===== config.mk =====
export PLATFORM = sky130hd
export DESIGN_NAME = seq_gen
export DESIGN_NICKNAME = d
export VERILOG_FILES = /design/src/rtl/seq_gen.sv
export SDC_FILE = /design/constraint.sdc
export NUM_CORES = 1
export LEC_CHECK = 0
export ABC_AREA = 1
export CELL_PAD_IN_SITES_DETAIL_PLACEMENT = 0
export CELL_PAD_IN_SITES_GLOBAL_PLACEMENT = 1
export CORE_MARGIN = 10
export CORE_UTILIZATION = 44
export CTS_BUF_LIST = sky130_fd_sc_hd__clkbuf_4 sky130_fd_sc_hd__clkbuf_8
export DETAILED_ROUTE_END_ITERATION = 7
export PLACE_DENSITY_LB_ADDON = 0.1
export SYNTH_ARGS = -nofsm -noshare
export SYNTH_HDL_FRONTEND = slang
export SYNTH_SLANG_ARGS = --single-unit

===== constraint.sdc =====
create_clock -name clk -period 2.4 [get_ports clk]
set_input_delay 0.24 -clock clk [delete_from_list [all_inputs] [get_ports clk]]
set_output_delay 0.24 -clock clk [all_outputs]
set_load 0.005 [all_outputs]

===== src/rtl/seq_gen.sv =====
// seq_gen: symbol buffer that replays stored 3-bit symbols onto an analyzer's
// q1/q2/q3 inputs under a valid/ready handshake and pulses c on completion.
//
// Optional feature: define SEQ_GEN_LOOP_EN to replay continuously until stop.
//
// Parameters:
//   DEPTH - buffer entries (power of two, >= 2)
//   AW    - pointer width, log2(DEPTH)
// Ports:
//   clk, reset       - clock, synchronous active-high reset
//   wr_en, wr_data   - write one symbol (bit0->q1, bit1->q2, bit2->q3)
//   clr              - empty the buffer
//   start            - begin replay
//   ready            - consumer accepts current symbol
//   stop             - end looping (SEQ_GEN_LOOP_EN only)
//   q1, q2, q3       - current symbol bits, 0 when not valid
//   valid            - a symbol is presented
//   busy             - not idle
//   full             - buffer holds DEPTH symbols
//   count            - number of stored symbols
//   c                - one-cycle completion pulse
module seq_gen #(
  parameter int unsigned DEPTH = 8,
  parameter int unsigned AW    = 3
) (
  input  logic          clk,
  input  logic          reset,
  input  logic          wr_en,
  input  logic [2:0]    wr_data,
  input  logic          clr,
  input  logic          start,
  input  logic          ready,
`ifdef SEQ_GEN_LOOP_EN
  input  logic          stop,
`endif
  output logic          q1,
  output logic          q2,
  output logic          q3,
  output logic          valid,
  output logic          busy,
  output logic          full,
  output logic [AW:0]   count,
  output logic          c
);

  typedef enum logic [1:0] {StIdle, StSend, StDone} state_e;

  state_e        state_q, state_d;
  logic [AW:0]   count_q, count_d;
  logic [AW-1:0] rd_ptr_q, rd_ptr_d;
  logic          c_q, c_d;
  logic [2:0]    buf_q [DEPTH];
  logic          last_entry;
  logic          wr_ok;
  logic [2:0]    sym;

`ifdef SEQ_GEN_LOOP_EN
  logic          stop_q, stop_d;
`endif

  assign full       = (count_q == (AW + 1)'(DEPTH));
  assign last_entry = ({1'b0, rd_ptr_q} == (count_q - (AW + 1)'(1)));
  assign wr_ok      = (state_q == StIdle) && !clr && wr_en && !full;

  always_comb begin
    state_d  = state_q;
    count_d  = count_q;
    rd_ptr_d = rd_ptr_q;
    c_d      = 1'b0;
`ifdef SEQ_GEN_LOOP_EN
    stop_d   = stop_q;
`endif
    unique case (state_q)
      StIdle: begin
`ifdef SEQ_GEN_LOOP_EN
        stop_d = 1'b0;
`endif
        if (clr) begin
          count_d = '0;
        end else if (wr_ok) begin
          count_d = count_q + (AW + 1)'(1);
        end
        // Start sees the count including a write landing this same cycle.
        if (start && (count_d != '0)) begin
          rd_ptr_d = '0;
          state_d  = StSend;
        end
      end
      StSend: begin
`ifdef SEQ_GEN_LOOP_EN
        stop_d = stop_q | stop;
`endif
        if (ready) begin
          if (last_entry) begin
            // c follows every completed pass, whether or not replay ends.
            c_d      = 1'b1;
            rd_ptr_d = '0;
`ifdef SEQ_GEN_LOOP_EN
            if (stop_q || stop) begin
              state_d = StDone;
            end
`else
            state_d = StDone;
`endif
          end else begin
            rd_ptr_d = rd_ptr_q + AW'(1);
          end
        end
      end
      StDone: begin
        state_d = StIdle;
      end
      default: begin
        state_d = StIdle;
      end
    endcase
  end

  always_ff @(posedge clk) begin
    if (reset) begin
      state_q  <= StIdle;
      count_q  <= '0;
      rd_ptr_q <= '0;
      c_q      <= 1'b0;
`ifdef SEQ_GEN_LOOP_EN
      stop_q   <= 1'b0;
`endif
    end else begin
      state_q  <= state_d;
      count_q  <= count_d;
      rd_ptr_q <= rd_ptr_d;
      c_q      <= c_d;
`ifdef SEQ_GEN_LOOP_EN
      stop_q   <= stop_d;
`endif
    end
  end

  // Buffer RAM is intentionally not reset.
  always_ff @(posedge clk) begin
    if (!reset && wr_ok) begin
      buf_q[count_q[AW-1:0]] <= wr_data;
    end
  end

  assign sym          = buf_q[rd_ptr_q];
  assign valid        = (state_q == StSend);
  assign busy         = (state_q != StIdle);
  assign count        = count_q;
  assign c            = c_q;
  assign {q3, q2, q1} = valid ? sym : 3'b000;

endmodule


Word level (Yosys, flattened, before mapping) --
Memory sizes are Yosys's and may differ from the RTL's. A register that Yosys moved wholly into a read port is not among the register bits. Cells that the tools add are included.
Word-level totals: input port bits 9, output and inout bits 11, memories 1, bits in registers 10, RAM bits 24
Operators by class: bitwise gates (word level) 2, $add $sub $neg 3, reductions and logical operators 15, mux-type cells 17, equal/unequal tests 6
Memories:
- buf_q | words 8, width 3, rd ports 1, clocked after Yosys merged registers in 1, write ports 1, line 52 | logic [2:0] buf_q [DEPTH];
Operators with widths (count):
- $mux 3 | 6
- $mux 4 | 3
- $mux 2 | 3
- $pmux 3 s2 | 1
- $reduce_and 3->1 | 2
- $logic_and 1x1->1 | 5
- $add 4x1->4 const B | 1
- $eq 3x4->1 | 1
- $eq 4x4->1 const B | 1
- $ne 2x1->1 const B | 2
- $pmux 2 s2 | 1
- $reduce_bool 2->1 | 2
- $reduce_bool 4->1 | 1
- $sub 4x1->4 const B | 1
- $add 3x1->3 const B | 1
- $logic_not 1->1 | 3
- $mux 1 | 3
- $reduce_or 3->1 | 1
- $eq 2x1->1 const B | 1
- $logic_not 2->1 | 1
- $ne 2x2->1 const B | 1
- $not 1->1 | 2

Depth between registers and ports, before layout --
depth after elaboration 13, depth in mapped cells 14, depth with buffers taken out 13

Least setup slack after synthesis --
Ideal clock, no wire load.
path kind reg-to-reg, from reg count_q[0], in the netlist count[0], to mem buf_q[2][0] (enable), setup time 0.345 ns, cell stages (with the launch flop) 9, data required time 2.055 ns, setup slack 0.508 ns, period minus slack after synthesis 1.892 ns, arrival time 1.547 ns, path through dfxtp_1 > clkbuf_2 > inv_1 > ha_1 > nand2_1 > nor2_4 > nor2_2 > nand3_1 > nor3_1
On the way: cells in the longest elaborated chain, start to end 6
Ends and longest elaborated chain:
- from (decl) | line 49 | logic [AW:0] count_q, count_d;
- from (signal assigned) | line 130 | count_q <= count_d;
- $eq 4x4->1 | line 61 | assign full = (count_q == (AW + 1)'(DEPTH));
- via full | line 41 | output logic full,
- $logic_not 1->1 | line 63 | assign wr_ok = (state_q == StIdle) && !clr && wr_en && !full;
- $logic_and 1x1->1 | line 63
- $logic_and 1x1->1 | line 141 | if (!reset && wr_ok) begin
- $mux 1 | line 141
- $mux 1 (implied by the code) | line 142 | buf_q[count_q[AW-1:0]] <= wr_data;
- to (decl) | line 52
The timed path passes the listed nets, and every way through them passes these cells.

==> impl_metrics.csv <==
group,metric,value,unit
min_path,worstHoldPathType,"flop to flop",
cts,cts_buffer_depth,2,
synth,synthDistinctLibCells,25,
timing,relSlewSlack,67.3,%
cts,ctsHoldBuffers,0,
synth,syn_area,0.00176,mm2
setup_path,reg2reg_slack,0.46,ns
synth,synth_top_area_share,41.0,%
timing,finalHoldViolations,0,
grt,overflow,0,
routing,ant_nets,0,
timing,period_share,91.8,%
timing,report.final.slew_viol_count,0,
routing,postRouteWirelength,3770,um
routing,vias,1332,
cts,worst_skew_pair.late_latency,0.28,ns
status,status,"complete, no violations",
setup_path,crit_path_end_kind,"output pin",
timing,min_period,2.20,ns
timing,skew,0.00267,ns
power,leakage,0.754,nW
grt,grt_usage,11.1,%
synth,synth_nets,198,
placed_design,place_area,0.00199,mm2
routing,dr.pass1.iters,4,
job,max-cap-violations,0,
cts,clk_pin_slew_worst_paths,0.07,ns
setup_path,rr_worst_depth,7,
layout,instances_no_fill,258,
min_path,holdPathStages,2,
grt,antenna_found_initial,0,
synth,synth.largest_area_cell,"edfxtp_1",
floorplan,die_area,0.00693,mm2
cts,root_buffer,"clkbuf_8",
routing,detail_route.wl_per_cell,14.6,um
synth,synth_edf_count,24,
synth,synth.area.top_cells,"edfxtp_1 (41%), dfxtp_1 (15%), nor2_1 (6.2%)",
timing,fmax,454,MHz
floorplan,rows,22,
synth,ys_ff_latch,37,
placed_design,hpwlAfterDp,2970,um
timing,tns,0,ns
layout,area_growth,18.3,%
layout,drive_gt1_share,11.4,%
synth,synthCells,186,
synth,ys_top_cells_by_count,"nor2_1 (29), edfxtp_1 (24), nand2_1 (23), o21ai_0 (20), inv_1 (15)",
cts,cts_sinks,37,
setup_path,cp_max_fo,13,
floorplan,io_pins,20,
floorplan,die_y,83.2,um
synth,yosysMostFrequentCell,"nor2_1",
timing,tightest_slew,0.490,ns
setup_path,criticalPathCategory,"flop to output pin",
synth,ys_async_sr_fraction,0,%
synth,synth_warnings,0,
setup_path,worstPathArrival,1.96,ns
synth,synth_flop_cell,"edfxtp_1",
setup_path,crit_path_start_kind,"flop",
cts,h-tree-depth,2,
synth,seq_area_frac_synth,55.8,%
routing,post-route-drc-count,0,
routing,drtIter0Drc,73,
grt,grt_pass1_vias,1393,
setup_path,critPathRequiredTime,2.16,ns
placed_design,dp_cells,250,
cts,cts_tree,"yes",
timing,finalSetupViolCount,0,
timing,grt_setup_unrepaired,"no",
power,power.density,770,mW/mm2
power,ir_worst_vdd,0.000354,V
layout,n_antenna_cell,0,
floorplan,initial_core_util,46.6,%
layout,fin_nets,221,
layout,stdcell_area,0.00208,mm2
grt,grt_first_pass_wirelength,6350,um
floorplan,die_x,83.2,um
placed_design,gp_congestion,0.795,
floorplan,coreArea,0.00377,mm2
placed_design,io_buffers,19,
grt,grt_max_degree,14,
synth,syn_avg_cell_area,9.46,um2
cts,cts_buffers,5,
routing,viasPerCell,5.16,
-- layout make-up --
cell class | instances | area (um2)
timing repair buffer | 22 | 213
clock inverter | 2 | 10.0
tap | 48 | 60.1
clock buffer | 6 | 76.3
multi-input combinational | 127 | 679
fill | 353 | 1690
inverter | 16 | 60.1
sequential | 37 | 982
-- worst paths after layout --
kind	startpoint	end
setup / recovery	flop	q2
hold / removal	rd_ptr_q[1]	flop
setup reg to reg	count[0]	buf_q[2][1]
hold reg to reg	rd_ptr_q[1]	flop
-- report_power, final --
part / internal, mW / switching [mW] / total, mW / leakage (nW)
sequential: 0.717 / 0.0500 / 0.767 / 0.323
combinational: 0.185 / 0.235 / 0.420 / 0.383
clock: 0.212 / 0.203 / 0.415 / 0.0484
total: 1.11 / 0.488 / 1.60 / 0.754
-- metal layers --
layer  share of wire (%)  global-route usage, %  up-vias
met5                   0                      0        -
met4                 2.0                   6.31        0
met3                 4.6                   3.42        7
met2                  50                   18.9       32
met1                  44                   11.7      606
li1                    -                      -      687
-- timing repair --
item | CTS | global route
endpoints found under the setup margin | 0 | 3
gates resized for setup | 0 | 1
setup buffers | 0 | 0
-- cell families (layout without fill, tap and decap cells) --
kind of cell	Yosys count	after routing	share of synthesized area, %
flip-flops	37	37	55.8
XOR/XNOR	5	5	2.49
buffers and inverters	22	46	5.62
adder cells (fa/ha/maj)	3	3	2.13
AND/OR/NAND/NOR	81	81	21.9
AO/OA/AOI/OAI	38	38	12.1
-- critical path: stages (launching register included) --
cell,delay (ns)
dfxtp_2,0.38
inv_1,0.23
o21ai_0,0.12
o22ai_1,0.13
o21ai_0,0.11
a31oi_1,0.18
clkdlybuf4s50_1,0.53
-- through the flow --
| stage | util, % | hold slack, ns | power (mW) | worst slack, ns |
|---|---|---|---|---|
| after floorplan | - | 0.339 | 1.06 | 0.508 |
| after global placement | 52.9 | 0.521 | 1.20 | 0.433 |
| after detailed placement | 52.9 | 0.531 | 1.20 | 0.370 |
| after CTS | 55.1 | 0.543 | 1.62 | 0.0661 |
| after global routing | 55.2 | 0.565 | 1.71 | 0.0486 |
| final | 55.2 | 0.541 | 1.60 | 0.196 |
-- flip-flops by register name (all words and copies together) (netlist names), named ones only --
register	flops
buf_q	24
count	4
rd_ptr_q	3
state_q	2
c	1
-- layout by cell type, fill, tap and decap left out, types with 3 or more instances in the layout --
master,netlist,layout
nor2_1,29,29
edfxtp_1,24,24
nand2_1,23,23
o21ai_0,20,20
clkdlybuf4s50_1,0,19
inv_1,15,15
dfxtp_1,13,12
nand3_1,10,10
a21oi_1,10,10
nor3_1,5,5
clkbuf_8,0,5
a31oi_1,4,4
nand4_1,4,4
xnor2_1,4,4
o22ai_1,3,3
nand3_2,3,3
ha_1,3,3
buf_4,0,3
Power figures use the tool's default switching activity.
